===== config.mk =====
export PLATFORM = sky130hd
export DESIGN_NAME = ssd_scan_mux
export DESIGN_NICKNAME = d
export VERILOG_FILES = /design/src/rtl/ssd_pkg.sv /design/src/rtl/ssd_glyph_decode.sv /design/src/rtl/ssd_scan_mux.sv
export SDC_FILE = /design/constraint.sdc
export NUM_CORES = 1
export LEC_CHECK = 0
export BUFFER_PORTS_ARGS = -buffer_cell sky130_fd_sc_hd__buf_4
export CAP_MARGIN = 15
export CORE_MARGIN = 3
export CORE_UTILIZATION = 40
export DETAILED_ROUTE_END_ITERATION = 7
export GPL_TIMING_DRIVEN = 0
export RECOVER_POWER = 25
export SYNTH_ARGS = -nofsm -noshare
export SYNTH_HDL_FRONTEND = slang
export SYNTH_SLANG_ARGS = --single-unit

===== constraint.sdc =====
create_clock -name clk -period 5.4 [get_ports clk]
set_input_delay 1.08 -clock clk [delete_from_list [all_inputs] [get_ports clk]]
set_output_delay 1.08 -clock clk [all_outputs]
set_load 0.005 [all_outputs]

===== src/rtl/ssd_pkg.sv =====
// ssd_pkg: shared definitions for the 7-segment scan driver.
// Holds the active-low glyph table (segment order a,b,c,d,e,f,g in bits [6:0])
// and seg_decode(), which maps a nibble plus hex-mode flag to a glyph.
package ssd_pkg;

    typedef logic [6:0] glyph_t;

    localparam glyph_t GLYPH_0     = 7'b0000001;
    localparam glyph_t GLYPH_1     = 7'b1001111;
    localparam glyph_t GLYPH_2     = 7'b0010010;
    localparam glyph_t GLYPH_3     = 7'b0000110;
    localparam glyph_t GLYPH_4     = 7'b1001100;
    localparam glyph_t GLYPH_5     = 7'b0100100;
    localparam glyph_t GLYPH_6     = 7'b0100000;
    localparam glyph_t GLYPH_7     = 7'b0001111;
    localparam glyph_t GLYPH_8     = 7'b0000000;
    localparam glyph_t GLYPH_9     = 7'b0000100;
    localparam glyph_t GLYPH_A     = 7'b0001000;
    localparam glyph_t GLYPH_B     = 7'b1100000;
    localparam glyph_t GLYPH_C     = 7'b0110001;
    localparam glyph_t GLYPH_D     = 7'b1000010;
    localparam glyph_t GLYPH_E     = 7'b0110000;
    localparam glyph_t GLYPH_F     = 7'b0111000;
    localparam glyph_t GLYPH_BLANK = 7'h7F;

    // Values 10..15 only have a glyph in hex mode; otherwise they show nothing.
    function automatic glyph_t seg_decode(input logic [3:0] nibble, input logic hex_mode);
        glyph_t g;
        case (nibble)
            4'h0:    g = GLYPH_0;
            4'h1:    g = GLYPH_1;
            4'h2:    g = GLYPH_2;
            4'h3:    g = GLYPH_3;
            4'h4:    g = GLYPH_4;
            4'h5:    g = GLYPH_5;
            4'h6:    g = GLYPH_6;
            4'h7:    g = GLYPH_7;
            4'h8:    g = GLYPH_8;
            4'h9:    g = GLYPH_9;
            4'hA:    g = hex_mode ? GLYPH_A : GLYPH_BLANK;
            4'hB:    g = hex_mode ? GLYPH_B : GLYPH_BLANK;
            4'hC:    g = hex_mode ? GLYPH_C : GLYPH_BLANK;
            4'hD:    g = hex_mode ? GLYPH_D : GLYPH_BLANK;
            4'hE:    g = hex_mode ? GLYPH_E : GLYPH_BLANK;
            4'hF:    g = hex_mode ? GLYPH_F : GLYPH_BLANK;
            default: g = GLYPH_BLANK;
        endcase
        return g;
    endfunction

endpackage


===== src/rtl/ssd_glyph_decode.sv =====
// ssd_glyph_decode: combinational nibble -> active-low 7-segment glyph.
// Ports:
//   nibble    in   4  value to display
//   hex_mode  in   1  1 = show 10..15 as A b C d E F, 0 = blank them
//   glyph     out  7  active-low segments [6:0] = a..g
module ssd_glyph_decode
    import ssd_pkg::*;
(
    input  logic [3:0] nibble,
    input  logic       hex_mode,
    output glyph_t     glyph
);

    always_comb begin
        glyph = seg_decode(nibble, hex_mode);
    end

endmodule


===== src/rtl/ssd_scan_mux.sv =====
// ssd_scan_mux: time-multiplexed driver for an N-digit common-anode 7-segment display.
// Digits are scanned leftmost (NUM_DIGITS-1) to rightmost (0), SLOT_CYCLES clocks each,
// with the first BLANK_CYCLES of every slot dark on all anodes to avoid ghosting.
// Display inputs are captured once per frame, so a frame never mixes old and new data.
// Optional feature macro: SSD_BLINK_EN adds blink_i and a frame counter that hides
// blinking digits for BLINK_FRAMES frames out of every 2*BLINK_FRAMES.
// Ports:
//   clk        in   system clock
//   rst_n      in   asynchronous active-low reset
//   digits_i   in   nibble k = digits_i[4k+3:4k], k = NUM_DIGITS-1 is leftmost
//   dp_i       in   per-digit decimal point request
//   en_i       in   0 = display dark (scan keeps running)
//   hex_mode_i in   1 = show A..F, 0 = blank 10..15
//   lzb_i      in   1 = blank leading zeros
//   blink_i    in   per-digit blink enable (SSD_BLINK_EN only)
//   anode_o    out  active-low one-hot digit enable
//   seg_o      out  active-low segments a..g in [6:0]
//   dp_o       out  active-low decimal point
//   frame_o    out  one-cycle pulse at each frame start
module ssd_scan_mux
    import ssd_pkg::*;
#(
    parameter int unsigned NUM_DIGITS   = 4,
    parameter int unsigned SLOT_CYCLES  = 32768,
    parameter int unsigned BLANK_CYCLES = 64,
    parameter int unsigned BLINK_FRAMES = 64
) (
    input  logic                    clk,
    input  logic                    rst_n,
    input  logic [4*NUM_DIGITS-1:0] digits_i,
    input  logic [NUM_DIGITS-1:0]   dp_i,
    input  logic                    en_i,
    input  logic                    hex_mode_i,
    input  logic                    lzb_i,
`ifdef SSD_BLINK_EN
    input  logic [NUM_DIGITS-1:0]   blink_i,
`endif
    output logic [NUM_DIGITS-1:0]   anode_o,
    output logic [6:0]              seg_o,
    output logic                    dp_o,
    output logic                    frame_o
);

    localparam int unsigned CNT_W = $clog2(SLOT_CYCLES);
    localparam int unsigned IDX_W = (NUM_DIGITS > 1) ? $clog2(NUM_DIGITS) : 1;

    // Slot prescaler and digit index
    logic [CNT_W-1:0] cnt_q, cnt_d;
    logic [IDX_W-1:0] idx_q, idx_d;
    logic             cnt_wrap;
    logic             frame_start;

    assign cnt_wrap    = (cnt_q == CNT_W'(SLOT_CYCLES - 1));
    // True in the first cycle after reset as well, since that is the reset state.
    assign frame_start = (idx_q == IDX_W'(NUM_DIGITS - 1)) && (cnt_q == '0);

    always_comb begin
        cnt_d = cnt_q + CNT_W'(1);
        idx_d = idx_q;
        if (cnt_wrap) begin
            cnt_d = '0;
            idx_d = (idx_q == '0) ? IDX_W'(NUM_DIGITS - 1) : idx_q - IDX_W'(1);
        end
    end

    always_ff @(posedge clk or negedge rst_n) begin
        if (!rst_n) begin
            cnt_q <= '0;
            idx_q <= IDX_W'(NUM_DIGITS - 1);
        end else begin
            cnt_q <= cnt_d;
            idx_q <= idx_d;
        end
    end

    // Per-frame snapshot
    logic [4*NUM_DIGITS-1:0] snap_digits_q;
    logic [NUM_DIGITS-1:0]   snap_dp_q;
    logic                    snap_hex_q;
    logic                    snap_lzb_q;

    always_ff @(posedge clk or negedge rst_n) begin
        if (!rst_n) begin
            snap_digits_q <= '0;
            snap_dp_q     <= '0;
            snap_hex_q    <= 1'b0;
            snap_lzb_q    <= 1'b0;
        end else if (frame_start) begin
            snap_digits_q <= digits_i;
            snap_dp_q     <= dp_i;
            snap_hex_q    <= hex_mode_i;
            snap_lzb_q    <= lzb_i;
        end
    end

    // The first slot of a frame is decoded from the values being captured, so the
    // frame's first output already reflects the new snapshot.
    logic [4*NUM_DIGITS-1:0] eff_digits;
    logic [NUM_DIGITS-1:0]   eff_dp;
    logic                    eff_hex;
    logic                    eff_lzb;

    assign eff_digits = frame_start ? digits_i   : snap_digits_q;
    assign eff_dp     = frame_start ? dp_i       : snap_dp_q;
    assign eff_hex    = frame_start ? hex_mode_i : snap_hex_q;
    assign eff_lzb    = frame_start ? lzb_i      : snap_lzb_q;

    // Blink phase
    logic blink_hide;

`ifdef SSD_BLINK_EN
    localparam int unsigned FCNT_W = (BLINK_FRAMES > 1) ? $clog2(BLINK_FRAMES) : 1;

    logic [FCNT_W-1:0]     fcnt_q;
    logic                  phase_q;
    logic [NUM_DIGITS-1:0] snap_blink_q;
    logic                  snap_off_q;
    logic [NUM_DIGITS-1:0] eff_blink;
    logic                  eff_off;

    // A frame uses the phase in force when it starts; the toggle lands afterwards.
    always_ff @(posedge clk or negedge rst_n) begin
        if (!rst_n) begin
            fcnt_q       <= '0;
            phase_q      <= 1'b1;
            snap_blink_q <= '0;
            snap_off_q   <= 1'b0;
        end else if (frame_start) begin
            snap_blink_q <= blink_i;
            snap_off_q   <= ~phase_q;
            if (fcnt_q == FCNT_W'(BLINK_FRAMES - 1)) begin
                fcnt_q  <= '0;
                phase_q <= ~phase_q;
            end else begin
                fcnt_q <= fcnt_q + FCNT_W'(1);
            end
        end
    end

    assign eff_blink  = frame_start ? blink_i : snap_blink_q;
    assign eff_off    = frame_start ? ~phase_q : snap_off_q;
    assign blink_hide = eff_off & eff_blink[idx_q];
`else
    logic unused_blink_cfg;
    assign unused_blink_cfg = ^BLINK_FRAMES;
    assign blink_hide       = 1'b0;
`endif

    // Leading-zero mask: bit k set when nibbles k..NUM_DIGITS-1 are all zero (k > 0).
    logic [NUM_DIGITS-1:0] lz_mask;
    logic                  zero_run;

    always_comb begin
        zero_run = 1'b1;
        lz_mask  = '0;
        for (int k = NUM_DIGITS - 1; k >= 0; k--) begin
            zero_run = zero_run & (eff_digits[4*k +: 4] == 4'h0);
            if (k > 0) begin
                lz_mask[k] = zero_run;
            end
        end
    end

    // Current digit decode
    logic [3:0] cur_nibble;
    glyph_t     cur_glyph;

    assign cur_nibble = eff_digits[int'(idx_q)*4 +: 4];

    ssd_glyph_decode u_glyph (
        .nibble   (cur_nibble),
        .hex_mode (eff_hex),
        .glyph    (cur_glyph)
    );

    // Output next-state
    logic [NUM_DIGITS-1:0] anode_d;
    glyph_t                seg_d;
    logic                  dp_d;
    logic                  blanked;
    logic                  in_blank;

    assign blanked  = eff_lzb & lz_mask[idx_q];
    assign in_blank = (cnt_q < CNT_W'(BLANK_CYCLES));

    always_comb begin
        anode_d = '1;
        seg_d   = GLYPH_BLANK;
        dp_d    = 1'b1;
        if (en_i) begin
            if (!blanked) begin
                seg_d = cur_glyph;
                dp_d  = ~eff_dp[idx_q];
            end
            // A blanked digit keeps its anode on; only dead time and blink turn it off.
            if (!in_blank && !blink_hide) begin
                anode_d[idx_q] = 1'b0;
            end
        end
    end

    always_ff @(posedge clk or negedge rst_n) begin
        if (!rst_n) begin
            anode_o <= '1;
            seg_o   <= GLYPH_BLANK;
            dp_o    <= 1'b1;
            frame_o <= 1'b0;
        end else begin
            anode_o <= anode_d;
            seg_o   <= seg_d;
            dp_o    <= dp_d;
            frame_o <= frame_start;
        end
    end

endmodule


==> summary.md, run 1 <==
| Metric | Value |
|---|---|
| Status | `finished, violations left` |
| Violated checks | `max-capacitance violations, max-slew violations` |
| Cell Count, Final, Fillers Out | `approximately 380` |
| Top cells by area, synth | `dfrtp_1 (34%), dfstp_2 (13%), nand2_1 (9.9%)` |
| First-pass GRT wire length | `9860 um` |
| Max incr delay on CP | `between 1500 and 2000 ps` |
| Asr flop ratio synth | `between 90% and 100%` |
| Leak | `1.45 nW` |
| Peak fanout along the critical path | `52` |
| Initial antenna violation count | `0` |
| Startpoint Class | `input pin` |
| Fmax | `0.316 GHz` |
| Buffer count from post-CTS setup fixing | `0` |
| Total die area | `between 7000 and 8000 um^2` |
| Drt first pass iters | `4` |
| Avg Vias per Cell | `~5.3` |
| Post-synth top area cell | `dfrtp_1` |
| Initial core utilization | `around 42%` |
| Min Hold Slack | `471 ps` |
| Pin count of the biggest net entering global routing | `between 50 and 60` |
| Cts repair resizes | `0` |
| Layout cell share with drive strength beyond 1 | `between 20% and 30%` |
| Setup Skew | `between 6 and 7 ps` |
| Setup tns final | `0 ps` |
| HP Class | `register to register` |
| CTS tree | `built` |
| Syn Nets | `293` |
| Yosys reg bits | `52` |
| EDFF count, synth | `0` |
| Final worst-path cycle share | `58.6%` |
| Post-synth top area share | `between 30% and 40%` |
| Worst vdd ir | `approximately 0.098 mV` |
| Die height | `89.2 um` |
| Final WL | `around 5800 um` |
| CTS Root Cell | `clkbuf_8` |
| Antenna Cells | `0` |
| Final GP Congestion | `roughly 0.82` |
| Port bufs | `37` |
| Worst-path clk slew | `90 ps` |
| WL/cell | `approximately 15 um` |
| Post-DP HPWL | `roughly 4300 um` |
| Family with the most delay on the worst path | `buffers and inverters` |
| Endpoints failing hold | `0` |
| Syn. warnings | `0` |
| Final worst path period need | `between 3000 and 4000 ps` |
| WS Path Type | `input pin to asynchronous set/reset pin` |
| RSZ-0062 raised after global routing | `no` |
| Vias in the first global route | `1957` |
| Fin util | `between 40% and 50%` |
| Seq/Total Area, Yosys | `between 40 and 50%` |
| # hold bufs at CTS | `0` |
| Drt drc | `0` |
| Synth Cell Area | `2770 um^2` |
| Via count | `roughly 2000` |
| Main synth FF type | `dfrtp_1` |
| CTS Sinks | `52` |
| Max-Cap Viols | `1` |
| CTS max path bufs | `2` |
| Total gr overflow | `0` |
| Slowest CP cell | `clkbuf_1` |
| Layout Nets | `337` |
| PwrDens | `between 200 and 250 nW/um^2` |
| Worst EP arrival | `around 3000 ps` |
| Core area | `roughly 6500 um^2` |
| Cells after DPL | `roughly 380` |
| GRT Total Usage | `~16%` |
| Rel. slew slack | `-81.6%` |
| Critical path capture point type | `asynchronous set/reset pin` |
| Area grow syn2layout | `17.4%` |
| # IOs | `38` |
| Pins Over Slew Limit | `53` |
| Later-pin clock latency in the skew report | `roughly 300 ps` |
| Crit path cell chain | `clkbuf_1` |
| Data required, critical path | `between 5000 and 6000 ps` |
| Synth cell types | `47` |
| Gate Count Post-Synth | `approximately 260` |
| Fillers | `610` |
| Die Width | `~89 um` |
| DRT iter0 DRCs | `~90` |
| Num CTS Buffers | `5` |
| H-Tree Depth | `2` |
| Least-Margin Pin Slew | `~2700 ps` |
| # setup viols final | `0` |
| Bufs and invs on worst path | `1` |
| Mean Syn Cell Area | `between 10 and 15 um^2` |
| Cell Rows | `29` |
| Routed Antenna Nets | `0` |
## final cells by class
class                           instances  area (um^2)  area share, %
Timing Repair Buffer                   37          274           8.43
Tap cell                               77         96.3           2.96
Clock inverter                          3         42.5           1.31
Buffer                                 10         67.6           2.08
Inverter                                9         33.8           1.04
Sequential cell                        52         1320           40.6
Multi-Input combinational cell        191         1350           41.5
Clock buffer                            5         68.8           2.12
## flip-flops by register name, indices dropped and copies added, names as in the netlist
signal and flops:
anode_o 4, cnt_q 15, dp_o 1, frame_o 1
idx_q 2, seg_o 7, snap_digits_q 16, snap_dp_q 4
snap_hex_q 1, snap_lzb_q 1
## metal layers
metal	vias to the layer above	track usage (%)	wire length, um
li1	990	-	-
met1	977	24.0	2850
met2	50	23.2	2590
met3	6	2.76	297
met4	0	5.41	65
met5	-	0	0
## cells in the mapped netlist, types with 3 or more instances
cell type and instances:
a21oi_1 4, and3_1 9, buf_6 4, clkbuf_1 5
dfrtp_1 38, dfstp_2 14, ha_1 6, inv_1 7
mux2_2 3, mux2i_1 3, mux2i_4 3, mux4_1 5
mux4_2 4, nand2_1 73, nand2b_1 7, nand3_1 6
nor2_1 12, nor4_1 6, o21ai_1 5, xnor2_1 8
xor2_1 6
## cells by family (layout without fill, tap and decap cells)
kind of cell / after synthesis / in the layout / share of synthesized area, %
compound gates: 26 / 26 / 6.37
mux: 18 / 18 / 12.7
flops: 52 / 52 / 47.6
simple gates: 126 / 126 / 22.1
xor+xnor: 14 / 14 / 4.43
buf+inv: 19 / 64 / 3.66
fa+ha+maj: 7 / 7 / 3.07
## placed cells by master (no fill, tap or decap), drive strengths merged, types with 7 or more instances in the layout
cell type	netlist	routed
nand2	73	73
buf	5	41
dfrtp	38	38
dfstp	14	14
nor2	12	12
clkbuf	5	11
and3	9	9
mux4	9	9
xnor2	8	8
inv	8	8
nand2b	7	7
nor4	7	7
o21ai	7	7
## through the flow
stage | cell area (um^2) | total power [mW] | worst slack (ps)
CTS | 3260 | 0.704 | 2220
finish | 3250 | 0.696 | 2240
global route | 3250 | 0.728 | 1600
global placement | 3140 | 0.437 | 2300
detailed placement | 3140 | 0.438 | 2240
floorplan | 2770 | 0.408 | 2780
## power by group
| group | internal, mW | switching [mW] | total [mW] |
|---|---|---|---|
| clock | 0.137 | 0.130 | 0.267 |
| combinational | 0.0177 | 0.0177 | 0.0354 |
| sequential | 0.393 | 0.000532 | 0.394 |
| total | 0.548 | 0.148 | 0.696 |
## path summary, 6_finish.rpt
path	start	endpoint	slack, ps	cells after the start
worst max-delay path	rst_n	snap_dp_q[3]$_DFF_PN0_	2240	1
worst min-delay path	snap_dp_q[3]$_DFF_PN0_	snap_dp_q[3]$_DFF_PN0_	470	2
worst max register to register	idx_q[1]$_DFFE_PN1N_	seg_o[3]$_DFF_PN1_	2250	11
worst min register to register	snap_dp_q[3]$_DFF_PN0_	snap_dp_q[3]$_DFF_PN0_	470	2
max in group clk	idx_q[1]$_DFFE_PN1N_	seg_o[3]$_DFF_PN1_	2250	11
min in group asynchronous	rst_n	cnt_q[0]$_DFF_PN0_	1640	1
Power figures use the tool's default switching activity.
==> run 2, diff against run 1 <==
==> constraint.sdc (replaced) <==
create_clock -name clk -period 3.15 [get_ports clk]
set_input_delay 0.63 -clock clk [delete_from_list [all_inputs] [get_ports clk]]
set_output_delay 0.63 -clock clk [all_outputs]
set_load 0.005 [all_outputs]
==> run 2 against run 1 <==
- critical path type is now register to register
- hold slack improved by 0.72 ps
- highest routed layer unchanged
- the run now ends clean
- register-to-register slack got worse by 2100 ps
- worst setup slack worse by 2100 ps
- power increased by 71%
- sequential power grew 71%
==> summary.md, run 2 (synthesized netlist as in run 1, its figures left out) <==
| Metric | Value |
|---|---|
| Largest Register | `snap_digits_q` |
| H-Tree Depth | `2` |
| Critical path capture point type | `register` |
| Commonest cells after routing, fill and taps aside | `nand2_1 (73), dfrtp_1 (38), buf_4 (38), dfstp_2 (14), nor2_1 (12)` |
| Num CTS Buffers | `5` |
| DRT iter0 DRCs | `101` |
| GRT Total Usage | `between 10% and 20%` |
| Biggest regs | `snap_digits_q x16, cnt_q x15, seg_o x7` |
| Final worst-path cycle share | `a little over nine tenths` |
| Leak | `about 1.4 nW` |
| # setup viols final | `0` |
| Fmax | `around 0.34 GHz` |
| Later-pin clock latency in the skew report | `~300 ps` |
| Data required, critical path | `around 3400 ps` |
| Vias in the first global route | `between 1500 and 2000` |
| Cell Count, Final, Fillers Out | `a little under 400` |
| End point of the critical path | `seg_o[3]$_DFF_PN1_` |
| Startpoint Class | `register` |
| CTS Sinks | `between 50 and 60` |
| Final WL | `5820 um` |
| # IOs | `38` |
| PwrDens | `between 300 and 400 nW/um^2` |
| Final GP Congestion | `0.816` |
| Initial core utilization | `between 40% and 50%` |
| Max reg flops | `16` |
| Total gr overflow | `0` |
| Post-DP HPWL | `between 4000 and 5000 um` |
| Die height | `89.2 um` |
| Worst-path clk slew | `around 100 ps` |
| Worst vdd ir | `around 0.17 mV` |
| Layout Nets | `about 340` |
| Cell Rows | `29` |
| Die Width | `89.2 um` |
| Max-Cap Viols | `0` |
| Most common cell after layout, fill and taps aside | `nand2_1` |
| Worst EP arrival | `between 3000 and 4000 ps` |
| Initial antenna violation count | `0` |
| Avg Vias per Cell | `approximately 5.2` |
| Fin util | `about half` |
| FF-to-FF setup slack | `roughly 170 ps` |
| Routed Antenna Nets | `0` |
| R2r endpoint | `seg_o[3]$_DFF_PN1_` |
| Status | `finished, final reports clean` |
| Fillers | `between 600 and 700` |
| Drt drc | `0` |
| CTS tree | `built` |
| Pin count of the biggest net entering global routing | `53` |
| Setup tns final | `0 ps` |
| Crit. Startpoint | `idx_q[0]$_DFFE_PN1N_` |
| Total die area | `~8000 um^2` |
| Final worst path period need | `slightly below 3000 ps` |
| Via count | `2020` |
| Layout cell share with drive strength beyond 1 | `26.6%` |
| Endpoints failing hold | `0` |
| Rel. slew slack | `between 15 and 20%` |
| Pins Over Slew Limit | `0` |
| Area grow syn2layout | `18.0%` |
| Drt first pass iters | `4` |
| First-pass GRT wire length | `9850 um` |
| Antenna Cells | `0` |
| CTS max path bufs | `2` |
| CTS Root Cell | `clkbuf_8` |
| Worst R2R Start | `idx_q[0]$_DFFE_PN1N_` |
| HP Class | `register to register` |
| Peak fanout along the critical path | `10` |
| Core area | `about 6500 um^2` |
| Least-Margin Pin Slew | `between 1000 and 1500 ps` |
| Port bufs | `37` |
| WS Path Type | `register to register` |
| WL/cell | `around 15 um` |
| Cells after DPL | `approximately 380` |
| Setup Skew | `a little over 6 ps` |
| Register-to-Register Path Depth | `10` |
## run 2: changes by cell type in the layout (fill, tap and decap cells not counted)
cell / delta
and3_2: +1
buf_4: +2
clkbuf_1: -2
and3_1: -1
mux2i_1: -1
mux2i_2: +1
clkbuf_2: +1
## run 2: per-layer routing
metal	part of all wire, %	global-route usage, %	wire, um	vias to the layer above
li1	-	-	-	989
met1	49	24.0	2860	979
met2	45	23.0	2620	45
met3	4.7	2.76	273	7
met4	1.1	5.68	64	0
met5	0	0	0	-
## run 2: power breakdown
part	leakage (nW)	internal (mW)	switching (mW)	total (mW)
sequential	0.551	0.674	0.000918	0.675
combinational	0.824	0.0305	0.0300	0.0605
clock	0.0541	0.235	0.223	0.459
## run 2: through the flow
stage / power (mW) / setup slack, ps / cell area (um^2) / hold slack [ps]
global route: 1.25 / -8.43 / 3270 / 506
finish: 1.19 / 173 / 3270 / 471
floorplan: 0.700 / 535 / 2770 / 334
CTS: 1.21 / 29.2 / 3250 / 371
global placement: 0.750 / 46.1 / 3140 / 445
detailed placement: 0.750 / -7.22 / 3140 / 451
## run 2: critical path, stage by stage (launching register included)
cell,delay (ps)
dfstp_2,630
ha_1,190
nor4b_2,230
nand4_2,270
buf_4,230
mux4_1,490
mux2i_4,230
buf_6,170
nand2_1,90
a2bb2oi_1,160
o211ai_1,200
## run 2: worst min path at each step
| stage | start | endpoint | slack [ps] | cells after the start |
|---|---|---|---|---|
| floorplan | rst_n | cnt_q[0]$_DFF_PN0_ | 330 | 0 |
| global placement | snap_dp_q[3]$_DFF_PN0_ | snap_dp_q[3]$_DFF_PN0_ | 450 | 2 |
| detailed placement | snap_dp_q[3]$_DFF_PN0_ | snap_dp_q[3]$_DFF_PN0_ | 450 | 2 |
| CTS | rst_n | cnt_q[9]$_DFF_PN0_ | 370 | 1 |
| global route | snap_dp_q[1]$_DFF_PN0_ | snap_dp_q[1]$_DFF_PN0_ | 510 | 2 |
| finish | snap_dp_q[3]$_DFF_PN0_ | snap_dp_q[3]$_DFF_PN0_ | 470 | 2 |
## run 2: layout make-up
cell class / instances / area [um^2] / share of cell area, %
clock inverters: 3 / 42.5 / 1.30
multi-input cells: 191 / 1360 / 41.4
well taps: 77 / 96.3 / 2.95
repair buffers: 39 / 290 / 8.88
inverters: 9 / 33.8 / 1.03
clock buffers: 5 / 68.8 / 2.10
plain buffers: 9 / 63.8 / 1.95
flip-flops and latches: 52 / 1320 / 40.3
## run 2: timing repair
action | in CTS | in global routing
hold buffers | 0 | 0
pin swaps | 0 | 1
gates resized for setup | 0 | 2
setup endpoints to repair | 1 | 8
setup buffers | 0 | 2
==> run 3, diff against run 2 <==
--- a/config.mk
+++ b/config.mk
@@ -12,6 +12,7 @@
 export DETAILED_ROUTE_END_ITERATION = 7
 export GPL_TIMING_DRIVEN = 0
 export RECOVER_POWER = 25
+export SETUP_SLACK_MARGIN = 0.2
 export SYNTH_ARGS = -nofsm -noshare
 export SYNTH_HDL_FRONTEND = slang
 export SYNTH_SLANG_ARGS = --single-unit
==> run 3 against run 2 <==
- combinational power up 0.8%
- critical path type unchanged
- power up 0.11%
- global-route usage up 0.058 points
- largest power group unchanged
- utilization up 0.77 points
- routed wire length up 2.2%
==> summary.md, run 3 (synthesized netlist as in run 1, its figures left out) <==
| Metric | Value |
|---|---|
| Status | `finished, final reports clean` |
| Final GP Congestion | `0.816` |
| Worst-path clk slew | `around 100 ps` |
| Setup Skew | `6.73 ps` |
| WL/cell | `15.2 um` |
| Vias in the first global route | `1987` |
| Max reg flops | `16` |
| CTS Root Cell | `clkbuf_8` |
| Uppermost routed layer | `met4` |
| Hold Path End | `snap_dp_q[3]$_DFF_PN0_` |
| M1 wire length | `between 2000 and 3000 um` |
| RSZ-0062 raised after global routing | `no` |
| Post-DP HPWL | `around 4300 um` |
| Rel. slew slack | `15.5%` |
| Register-to-Register Path Depth | `11` |
| # setup viols final | `0` |
| Crit. Startpoint | `idx_q[0]$_DFFE_PN1N_` |
| Most common cell after layout, fill and taps aside | `nand2_1` |
| CTS max path bufs | `2` |
| Later-pin clock latency in the skew report | `~310 ps` |
| Port bufs | `37` |
| Die Width | `roughly 89 um` |
| CTS tree | `built` |
| Routed Antenna Nets | `0` |
| Total gr overflow | `0` |
| CTS Sinks | `between 50 and 60` |
| Drt first pass iters | `4` |
| Commonest cells after routing, fill and taps aside | `nand2_1 (73), buf_4 (42), dfrtp_1 (38), dfstp_2 (14), nor2_1 (12)` |
| DRT iter0 DRCs | `approximately 110` |
| Peak fanout along the critical path | `10` |
| First-pass GRT wire length | `between 9000 and 10000 um` |
| Hold_sp | `snap_dp_q[3]$_DFF_PN0_` |
| Final worst path period need | `approximately 2800 ps` |
| Final worst-path cycle share | `89.5%` |
| Avg Vias per Cell | `around 5.3` |
| Setup tns final | `0 ps` |
| Initial antenna violation count | `0` |
| Final WL | `5950 um` |
| Worst R2R Start | `idx_q[0]$_DFFE_PN1N_` |
| Leak | `approximately 1.4 nW` |
| Layout cell share with drive strength beyond 1 | `27.8%` |
| Total die area | `7960 um^2` |
| Fmax | `0.355 GHz` |
| Max-Cap Viols | `0` |
| Num CTS Buffers | `5` |
| Least-Margin Pin Slew | `1270 ps` |
| Biggest regs | `snap_digits_q x16, cnt_q x15, seg_o x7` |
| Antenna Cells | `0` |
| Routed met3 length | `~310 um` |
| # IOs | `38` |
| Die height | `between 80 and 90 um` |
| Drt drc | `0` |
| Pin count of the biggest net entering global routing | `53` |
| Largest Register | `snap_digits_q` |
| Data required, critical path | `~3400 ps` |
| Area grow syn2layout | `19.8%` |
| R2r endpoint | `seg_o[3]$_DFF_PN1_` |
| Pins Over Slew Limit | `0` |
| PwrDens | `around 360 nW/um^2` |
| HP Class | `register to register` |
| Layout Nets | `between 300 and 400` |
| Via count | `just over 2000` |
| Place WS | `-7.22 ps` |
| WS Path Type | `register to register` |
| Initial core utilization | `42.4%` |
| Cell Rows | `29` |
| Cells on Worst Hold Path | `2` |
| Met2 wire len | `2660 um` |
| Startpoint Class | `register` |
| Min Hold Slack | `around 470 ps` |
| Worst EP arrival | `between 3000 and 4000 ps` |
| Worst vdd ir | `0.168 mV` |
| GRT Total Usage | `between 10% and 20%` |
| Endpoints failing hold | `0` |
| Worst setup margin | `~330 ps` |
| H-Tree Depth | `2` |
| FF-to-FF setup slack | `roughly 330 ps` |
| Critical path capture point type | `register` |
| Core area | `approximately 6500 um^2` |
[run 3: changes by cell type in the layout (fill, tap and decap cells not counted), sizes merged]
cell / delta
clkbuf: +1
buf: +4
inv: -1
clkinvlp: +1
[run 3: stage by stage]
step	instances	area [um^2]	power (mW)	utilization [%]
CTS	386	3280	1.21	50.3
detailed placement	376	3140	0.750	48.1
global route	390	3320	1.25	50.8
global placement	376	3140	0.750	48.1
finish	390	3320	1.20	50.8
floorplan	262	2770	0.700	-
[run 3: area by class of cell]
class	count	area, um^2
fillers	603	3210
multi-input cells	191	1360
flip-flops and latches	52	1320
repair buffers	43	320
well taps	77	96.3
plain buffers	10	72.6
clock buffers	5	68.8
clock inverters	3	42.5
inverters	9	37.5
[run 3: repair_timing]
| action | CTS | global route |
|---|---|---|
| gates resized for setup | 4 | 1 |
| pin swaps | 1 | 0 |
| hold buffers | 0 | 0 |
| endpoints found under the setup margin | 8 | 7 |
| buffers inserted | 2 | 4 |
[run 3: worst max-delay path by stage]
stage	endpoint	slack [ps]	cells past startpoint
final	seg_o[3]$_DFF_PN1_	330	11
after global routing	seg_o[0]$_DFF_PN1_	180	11
after CTS	seg_o[3]$_DFF_PN1_	240	11
after detailed placement	seg_o[3]$_DFF_PN1_	-7	11
after global placement	seg_o[3]$_DFF_PN1_	50	11
after floorplan	seg_o[5]$_DFF_PN1_	530	9
[run 3: worst max-delay path: stages, from the launching register on]
cell and delay [ps]:
dfstp_2 600, ha_1 190, nor4b_4 210, nand4_2 90, buf_4 190, buf_8 150
mux4_2 450, mux2i_4 230, buf_6 170, nand2_1 90, a2bb2oi_1 160, o211ai_1 200
[run 3: layer usage]
metal,up-vias,global-route usage (%)
li1,1008,-
met1,977,23.8
met2,58,23.6
met3,8,2.76
met4,0,5.41
met5,-,0
[run 3: power by group]
part           internal [mW]  switching [mW]  total, mW  leakage, nW
logic                 0.0307          0.0302     0.0610        0.842
registers              0.674        0.000942      0.675        0.551
clock network          0.235           0.224      0.460       0.0541
